[src/rtl/qseq_pkg.sv]
// qseq_pkg: shared types and helpers for the q-flop bank sequencer
package qseq_pkg;
  typedef enum logic [1:0] {IDLE, SETUP, STROBE, CAPTURE} qseq_state_t;
  localparam int QSEQ_STATE_W = 2;
  // Minimum STROBE length: a stale ack needs SYNC_STAGES+1 cycles to be flushed
  function automatic int qseq_blank_cycles(input int sync_stages);
    return sync_stages + 1;
  endfunction
endpackage

[src/rtl/qseq_ack_sync.sv]
// qseq_ack_sync: WIDTH x STAGES synchronizer for the asynchronous q-flop acks
//   clock, reset  : system clock, async active-high reset
//   i_async       : raw per-element acks
//   o_sync        : synchronized acks
module qseq_ack_sync #(
  parameter int WIDTH  = 8,
  parameter int STAGES = 2
) (
  input  logic             clock,
  input  logic             reset,
  input  logic [WIDTH-1:0] i_async,
  output logic [WIDTH-1:0] o_sync
);
  logic [STAGES-1:0][WIDTH-1:0] r_sync;
  always_ff @(posedge clock or posedge reset)
    if (reset) r_sync <= '0;
    else       r_sync <= {r_sync[STAGES-2:0], i_async};
  assign o_sync = r_sync[STAGES-1];
endmodule

[src/rtl/qflop_bank_sequencer.sv]
// qflop_bank_sequencer: sequences a self-timed q-flop bank between valid/ready stages
//   clock, reset         : system clock, async active-high reset
//   in_valid/in_ready/in_data    : upstream word
//   qf_data, qf_clock    : registered data and shared strobe to the bank
//   qf_ack, qf_out       : asynchronous settled flags and resolved outputs
//   out_valid/out_ready/out_data : captured word
//   busy                 : FSM not idle
//   timeout_err          : sticky strobe timeout, present only with QSEQ_TIMEOUT_EN
module qflop_bank_sequencer
  import qseq_pkg::*;
#(
  parameter int WIDTH        = 8,
  parameter int SYNC_STAGES  = 2,
  parameter int SETUP_CYCLES = 1,
  parameter int TIMEOUT      = 255
) (
  input  logic             clock,
  input  logic             reset,
  input  logic             in_valid,
  output logic             in_ready,
  input  logic [WIDTH-1:0] in_data,
  output logic [WIDTH-1:0] qf_data,
  output logic             qf_clock,
  input  logic [WIDTH-1:0] qf_ack,
  input  logic [WIDTH-1:0] qf_out,
`ifdef QSEQ_TIMEOUT_EN
  output logic             timeout_err,
`endif
  output logic             out_valid,
  input  logic             out_ready,
  output logic [WIDTH-1:0] out_data,
  output logic             busy
);
  localparam int BLANK   = qseq_blank_cycles(SYNC_STAGES);
  localparam int M1      = SETUP_CYCLES > BLANK ? SETUP_CYCLES : BLANK;
  localparam int CNT_MAX = TIMEOUT > M1 ? TIMEOUT : M1;
  localparam int CW      = $clog2(CNT_MAX + 1);

  qseq_state_t      r_state, w_state_nxt;
  logic [CW-1:0]    r_cnt, w_cnt_nxt;
  logic [WIDTH-1:0] w_ack_sync, r_qf_data, r_out_data;
  logic             w_all_ack, w_load, w_capture, r_qf_clock, r_out_valid;
`ifdef QSEQ_TIMEOUT_EN
  logic             w_tmo, r_timeout_err;
`endif

  qseq_ack_sync #(.WIDTH(WIDTH), .STAGES(SYNC_STAGES)) u_sync (
    .clock  (clock),
    .reset  (reset),
    .i_async(qf_ack),
    .o_sync (w_ack_sync)
  );

  assign w_all_ack = &w_ack_sync;

  always_ff @(posedge clock or posedge reset)
    if (reset) begin
      r_state <= IDLE;
      r_cnt   <= '0;
    end else begin
      r_state <= w_state_nxt;
      r_cnt   <= w_cnt_nxt;
    end

  always_comb begin
    w_state_nxt = r_state;
    w_cnt_nxt   = r_cnt;
    w_load      = 1'b0;
    w_capture   = 1'b0;
`ifdef QSEQ_TIMEOUT_EN
    w_tmo       = 1'b0;
`endif
    case (r_state)
      IDLE:
        if (in_valid) begin
          w_state_nxt = SETUP;
          w_cnt_nxt   = '0;
          w_load      = 1'b1;
        end
      SETUP:
        if (r_cnt == CW'(SETUP_CYCLES - 1)) begin
          w_state_nxt = STROBE;
          w_cnt_nxt   = '0;
        end else w_cnt_nxt = r_cnt + CW'(1);
      STROBE:
        // acks are only trusted once a stale high has had time to flush
        if (w_all_ack && r_cnt >= CW'(BLANK - 1)) begin
          w_state_nxt = CAPTURE;
          w_cnt_nxt   = '0;
        end
`ifdef QSEQ_TIMEOUT_EN
        else if (r_cnt == CW'(TIMEOUT - 1)) begin
          w_state_nxt = CAPTURE;
          w_cnt_nxt   = '0;
          w_tmo       = 1'b1;
        end
`endif
        else if (r_cnt != CW'(CNT_MAX)) w_cnt_nxt = r_cnt + CW'(1);
      CAPTURE:
        if (!r_out_valid || out_ready) begin
          w_state_nxt = IDLE;
          w_capture   = 1'b1;
        end
      default: w_state_nxt = IDLE;
    endcase
  end

  always_ff @(posedge clock or posedge reset)
    if (reset) begin
      r_qf_clock  <= 1'b0;
      r_qf_data   <= '0;
      r_out_valid <= 1'b0;
      r_out_data  <= '0;
    end else begin
      // strobe is a flop decoded from next state, so it never glitches
      r_qf_clock <= (w_state_nxt == STROBE);
      if (w_load) r_qf_data <= in_data;
      if (w_capture) begin
        r_out_data  <= qf_out;
        r_out_valid <= 1'b1;
      end else if (out_ready) r_out_valid <= 1'b0;
    end

`ifdef QSEQ_TIMEOUT_EN
  always_ff @(posedge clock or posedge reset)
    if (reset)      r_timeout_err <= 1'b0;
    else if (w_tmo) r_timeout_err <= 1'b1;
  assign timeout_err = r_timeout_err;
`endif

  assign in_ready  = (r_state == IDLE);
  assign busy      = (r_state != IDLE);
  assign qf_data   = r_qf_data;
  assign qf_clock  = r_qf_clock;
  assign out_valid = r_out_valid;
  assign out_data  = r_out_data;
endmodule
[config.mk]
export PLATFORM = sky130hd
export DESIGN_NAME = qflop_bank_sequencer
export DESIGN_NICKNAME = d
export VERILOG_FILES = /design/src/rtl/qseq_pkg.sv /design/src/rtl/qseq_ack_sync.sv /design/src/rtl/qflop_bank_sequencer.sv
export SDC_FILE = /design/constraint.sdc
export NUM_CORES = 1
export LEC_CHECK = 0
export CORE_ASPECT_RATIO = 0.5
export CORE_MARGIN = 8
export CORE_UTILIZATION = 47
export DETAILED_ROUTE_END_ITERATION = 8
export GPL_ROUTABILITY_DRIVEN = 0
export GPL_TIMING_DRIVEN = 0
export PLACE_DENSITY = 0.77
export SYNTH_ARGS = -nofsm -noshare
export SYNTH_HDL_FRONTEND = slang
export SYNTH_SLANG_ARGS = --single-unit
[constraint.sdc]
create_clock -name clock -period 3.35 [get_ports clock]
set_clock_uncertainty 0.2 [all_clocks]
set_input_delay 0.335 -clock clock [delete_from_list [all_inputs] [get_ports clock]]
set_output_delay 0.335 -clock clock [all_outputs]
set_load 0.02 [all_outputs]
==> PnR_summary.wiki <==
{| class="wikitable"
! Metric !! Value
|-
| Area share of the largest cell type after synthesis || 59.54%
|-
| Crit path max-delay cell type || sky130_fd_sc_hd__or4_2
|-
| Top FF cell, synth || sky130_fd_sc_hd__dfrtp_1
|-
| Stage delay of the slowest cell on the critical path || 0.58 ns
|-
| Core box area || 0.003844 mm²
|-
| Synthesis-stage register bit count || 44
|-
| Diode insertion count for antenna repair || 0
|-
| Worst Path Arrival || 2.38 ns
|-
| Routed wl met3 || 194 µm
|-
| Share of synthesized flip-flops with an asynchronous set or reset || 100.0%
|-
| Relative contribution of the clock network to total power || 16.8%
|-
| Final clock period utilization by the worst path || 70.87%
|-
| Number of sinks driven by the clock tree || 44
|-
| DRC || 0
|-
| Total via count after detailed routing || 1,260
|-
| Standard-cell rows || 16
|-
| Number of levels in the clock H-tree || 2
|-
| Max-cap violation count || 0
|-
| Initial DRC Count || 29
|-
| Vias in the first global route || 1,319
|-
| Number of warnings issued by yosys || 0
|-
| WS Path Type || reg -> reg
|-
| TritonCTS clock tree || done
|-
| CP Data Required Time || 3.36 ns
|-
| Net Sw Power || 664.2 µW
|-
| Kind of cell adding the most delay to the critical path || simple AND/OR/NAND/NOR gates
|-
| Buffers inserted by post-CTS timing repair || 0
|-
| Most area-hungry cell type in the Yosys netlist || sky130_fd_sc_hd__dfrtp_1
|-
| Routed wire length || 3714 µm
|-
| Aggregate negative setup slack || 0 ns
|-
| Startpoint type of the worst setup path || register
|-
| Sequential share of power || 39.1%
|-
| FMAX || 421.2 MHz
|-
| Highest net fanout along the worst path || 6
|-
| Port-buffer cells || 47
|-
| Headroom to the max-slew limit || 41.01%
|-
| Total gr overflow || 0
|-
| Drt wl/cell || 15.04 µm
|-
| Ratio of routed vias to standard cells || 5.101
|-
| Gate power share || 44.1%
|-
| Top Layer Used || met4
|-
| Total of endpoints with negative setup slack in the final report || 0
|-
| Power density relative to cell area || 762.4 mW/mm²
|-
| Result of the run || completed
|-
| Post-synthesis cell area || 0.001849 mm²
|-
| Cts bufs inserted || 5
|-
| Number of top-level pins || 48
|-
| Setup repair after global routing missed its margin || false
|-
| Cell types occupying the most area after synthesis || sky130_fd_sc_hd__dfrtp_1 (60%), sky130_fd_sc_hd__mux2_2 (9.7%), sky130_fd_sc_hd__ha_1 (4.7%)
|-
| Cell at the root of the clock tree || sky130_fd_sc_hd__clkbuf_8
|-
| Mean Syn Cell Area || 13.30 µm²
|-
| Worst Path Buf+Inv || 1
|-
| Maximum number of pins on one net before global-route repair || 45
|-
| Aggregate global-route resource usage || 12.53%
|-
| Met1 layer wirelength in the final routing || 1566 µm
|-
| Die Height || 60.36 µm
|-
| Number of nets still failing antenna checks after routing || 0
|-
| Number of synthesized flops with an enable pin || 0
|-
| First-pass detailed-route iteration total || 3
|-
| Number of antenna violations at the first check in global routing || 0
|-
| Global-route wire length before repair || 6168 µm
|-
| Fin area || 0.002469 mm²
|-
| CTS max path bufs || 2
|-
| Instance area after placement || 0.002387 mm²
|-
| Clock transition at the registers of the reported paths || 0.08 ns
|-
| Actual transition at the worst max-transition pin || 0.8836 ns
|-
| Effective utilization at floorplan || 48.11%
|-
| Most common cell in the synthesized netlist || sky130_fd_sc_hd__dfrtp_1
|-
| Die boundary width || 104.7 µm
|-
| Count of unique library cells instantiated by Yosys || 30
|-
| Portion of the post-synthesis area used by sequential elements || 59.54%
|-
| Mapped Nets || 174
|-
| Count of final max-slew check failures || 0
|-
| Type of element capturing the critical path || register
|-
| Gate count after technology mapping || 139
|-
| Path class of the lowest-slack min-delay path || reg -> reg
|-
| Clock insertion delay at the later pin of the skew report || 0.29 ns
|-
| List of cells traversed by the critical path || inv_1 -> ha_1 -> nor2b_1 -> a31oi_1 -> nand4_1 -> or4_2 -> a22oi_1
|-
| Fraction of power spent switching nets || 35.29%
|-
| Post-cts hold buffer count || 0
|-
| Placed Cells || 240
|-
| Full die area || 0.006320 mm²
|-
| Routed wl met2 || 1895 µm
|-
| Filler-free cell count of the finished design || 247
|-
| Final critical delay including setup and external delays || 2.374 ns
|-
| Final Hold Vio Count || 0
|-
| Area added between synthesis and finish || 33.49%
|-
| Synth top cells by count || sky130_fd_sc_hd__dfrtp_1 (44), sky130_fd_sc_hd__mux2_2 (16), sky130_fd_sc_hd__o21ai_0 (11), sky130_fd_sc_hd__inv_1 (8), sky130_fd_sc_hd__ha_1 (7)
|-
| Layout Nets || 228
|-
| Detailed placement HPWL || 2794 µm
|-
| Internal || 1218 µW
|-
| Pleak || 0.001043 µW
|-
| Proportion of layout cells with a drive suffix above 1 || 20.21%
|-
| # resized after CTS || 0
|-
| Highest ir drop seen on vdd || 0.4381 mV
|}
==> worst register-to-register path: stages (launching register included) <==
cell                      delay [ns]
sky130_fd_sc_hd__dfrtp_1        0.43
sky130_fd_sc_hd__inv_1          0.08
sky130_fd_sc_hd__ha_1           0.24
sky130_fd_sc_hd__nor2b_1        0.17
sky130_fd_sc_hd__a31oi_1        0.18
sky130_fd_sc_hd__nand4_1        0.23
sky130_fd_sc_hd__or4_2          0.59
sky130_fd_sc_hd__a22oi_1        0.17
==> routing by layer <==
metal | vias to the layer above | GRT usage, %
met5 | - | 0
met4 | 0 | 6.627
met3 | 7 | 4.555
met2 | 24 | 21.78
met1 | 619 | 13.67
li1 | 610 | -
==> worst paths after layout <==
kind / start / end / slack [ns] / cells past startpoint
setup / recovery: r_state[1]$_DFF_PP0_ / r_cnt[5]$_DFFE_PP0P_ / 0.98 / 7
hold / removal: u_sync.r_sync[2]$_DFF_PP0_ / u_sync.o_sync[2]$_DFF_PP0_ / 0.15 / 0
setup reg to reg: r_state[1]$_DFF_PP0_ / r_cnt[5]$_DFFE_PP0P_ / 0.98 / 7
hold reg to reg: u_sync.r_sync[2]$_DFF_PP0_ / u_sync.o_sync[2]$_DFF_PP0_ / 0.15 / 0
max in group asynchronous: reset / qf_clock$_DFF_PP0_ / 2.05 / 2
min in group asynchronous: reset / qf_data[3]$_DFFE_PP0P_ / 0.35 / 2
==> flip-flops by register name, indices dropped and copies added, names as in the netlist <==
register       flops
qf_clock           1
out_data           8
qf_data            8
u_sync.r_sync      8
u_sync.o_sync      8
r_cnt              8
r_state            2
out_valid          1
==> power by group through the flow <==
stage	clock network (µW)	registers, µW	logic [µW]
2_1_floorplan	0	872	345
3_3_place_gp	0	738	819
3_5_place_dp	0	747	838
4_1_cts	332	738	843
5_1_grt	352	756	891
6_report	316	736	830
==> logic make-up after synthesis <==
family | Yosys count | synth area share [%]
DFF | 44 | 59.54
and+or+nand+nor | 33 | 11.71
AOI/OAI and AO/OA | 29 | 11.77
muxes | 16 | 9.743
buffers and inverters | 10 | 2.503
adders and majority gates | 7 | 4.736
==> cells in the final DEF, fill, tap and decap left out <==
master / count
sky130_fd_sc_hd__o22ai_4: 1
sky130_fd_sc_hd__inv_2: 1
sky130_fd_sc_hd__clkinvlp_4: 1
sky130_fd_sc_hd__a31o_2: 2
sky130_fd_sc_hd__nor2b_1: 2
sky130_fd_sc_hd__clkdlybuf4s50_1: 47
sky130_fd_sc_hd__mux2_2: 16
sky130_fd_sc_hd__and2_1: 1
sky130_fd_sc_hd__ha_1: 7
sky130_fd_sc_hd__nand4_1: 5
sky130_fd_sc_hd__nand3b_1: 1
sky130_fd_sc_hd__or3_1: 1
sky130_fd_sc_hd__clkbuf_8: 5
sky130_fd_sc_hd__nand2b_1: 2
sky130_fd_sc_hd__a21oi_1: 2
sky130_fd_sc_hd__inv_1: 7
sky130_fd_sc_hd__clkinv_2: 1
sky130_fd_sc_hd__a31oi_1: 3
sky130_fd_sc_hd__a2111oi_4: 1
sky130_fd_sc_hd__o2bb2ai_1: 1
sky130_fd_sc_hd__and3b_1: 1
sky130_fd_sc_hd__o31ai_1: 2
sky130_fd_sc_hd__buf_6: 1
sky130_fd_sc_hd__or3_2: 5
sky130_fd_sc_hd__nor4_4: 1
sky130_fd_sc_hd__nand2_1: 6
sky130_fd_sc_hd__o21ai_0: 11
sky130_fd_sc_hd__dfrtp_1: 44
sky130_fd_sc_hd__buf_2: 1
sky130_fd_sc_hd__a22oi_1: 6
sky130_fd_sc_hd__nor2_1: 3
sky130_fd_sc_hd__nand3_1: 1
sky130_fd_sc_hd__and3_1: 1
sky130_fd_sc_hd__nand3_2: 1
sky130_fd_sc_hd__or4_2: 2
==> stage by stage <==
step / power [µW] / util (%) / hold WS, ns / setup WS (ns)
after floorplan: 1217 / - / 0.1312 / 0.9540
after global routing: 2000 / 64.23 / 0.1606 / 0.7827
after global placement: 1557 / 62.11 / 0.1313 / 0.9617
after CTS: 1912 / 64.23 / 0.1547 / 0.9546
after detailed placement: 1586 / 62.11 / 0.1347 / 0.9659
final: 1882 / 64.23 / 0.1528 / 0.9757
==> layout make-up <==
class                           instances  area, µm²
Buffer                                  2      16.27
Clock buffer                            5      68.82
Clock inverter                          2      12.51
Fill cell                             304       1375
Inverter                                8      30.03
Multi-Input combinational cell         85      701.9
Sequential cell                        44       1101
Tap cell                               54      67.56
Timing Repair Buffer                   47      470.5
Note: power is estimated with default switching activity, not from simulation.
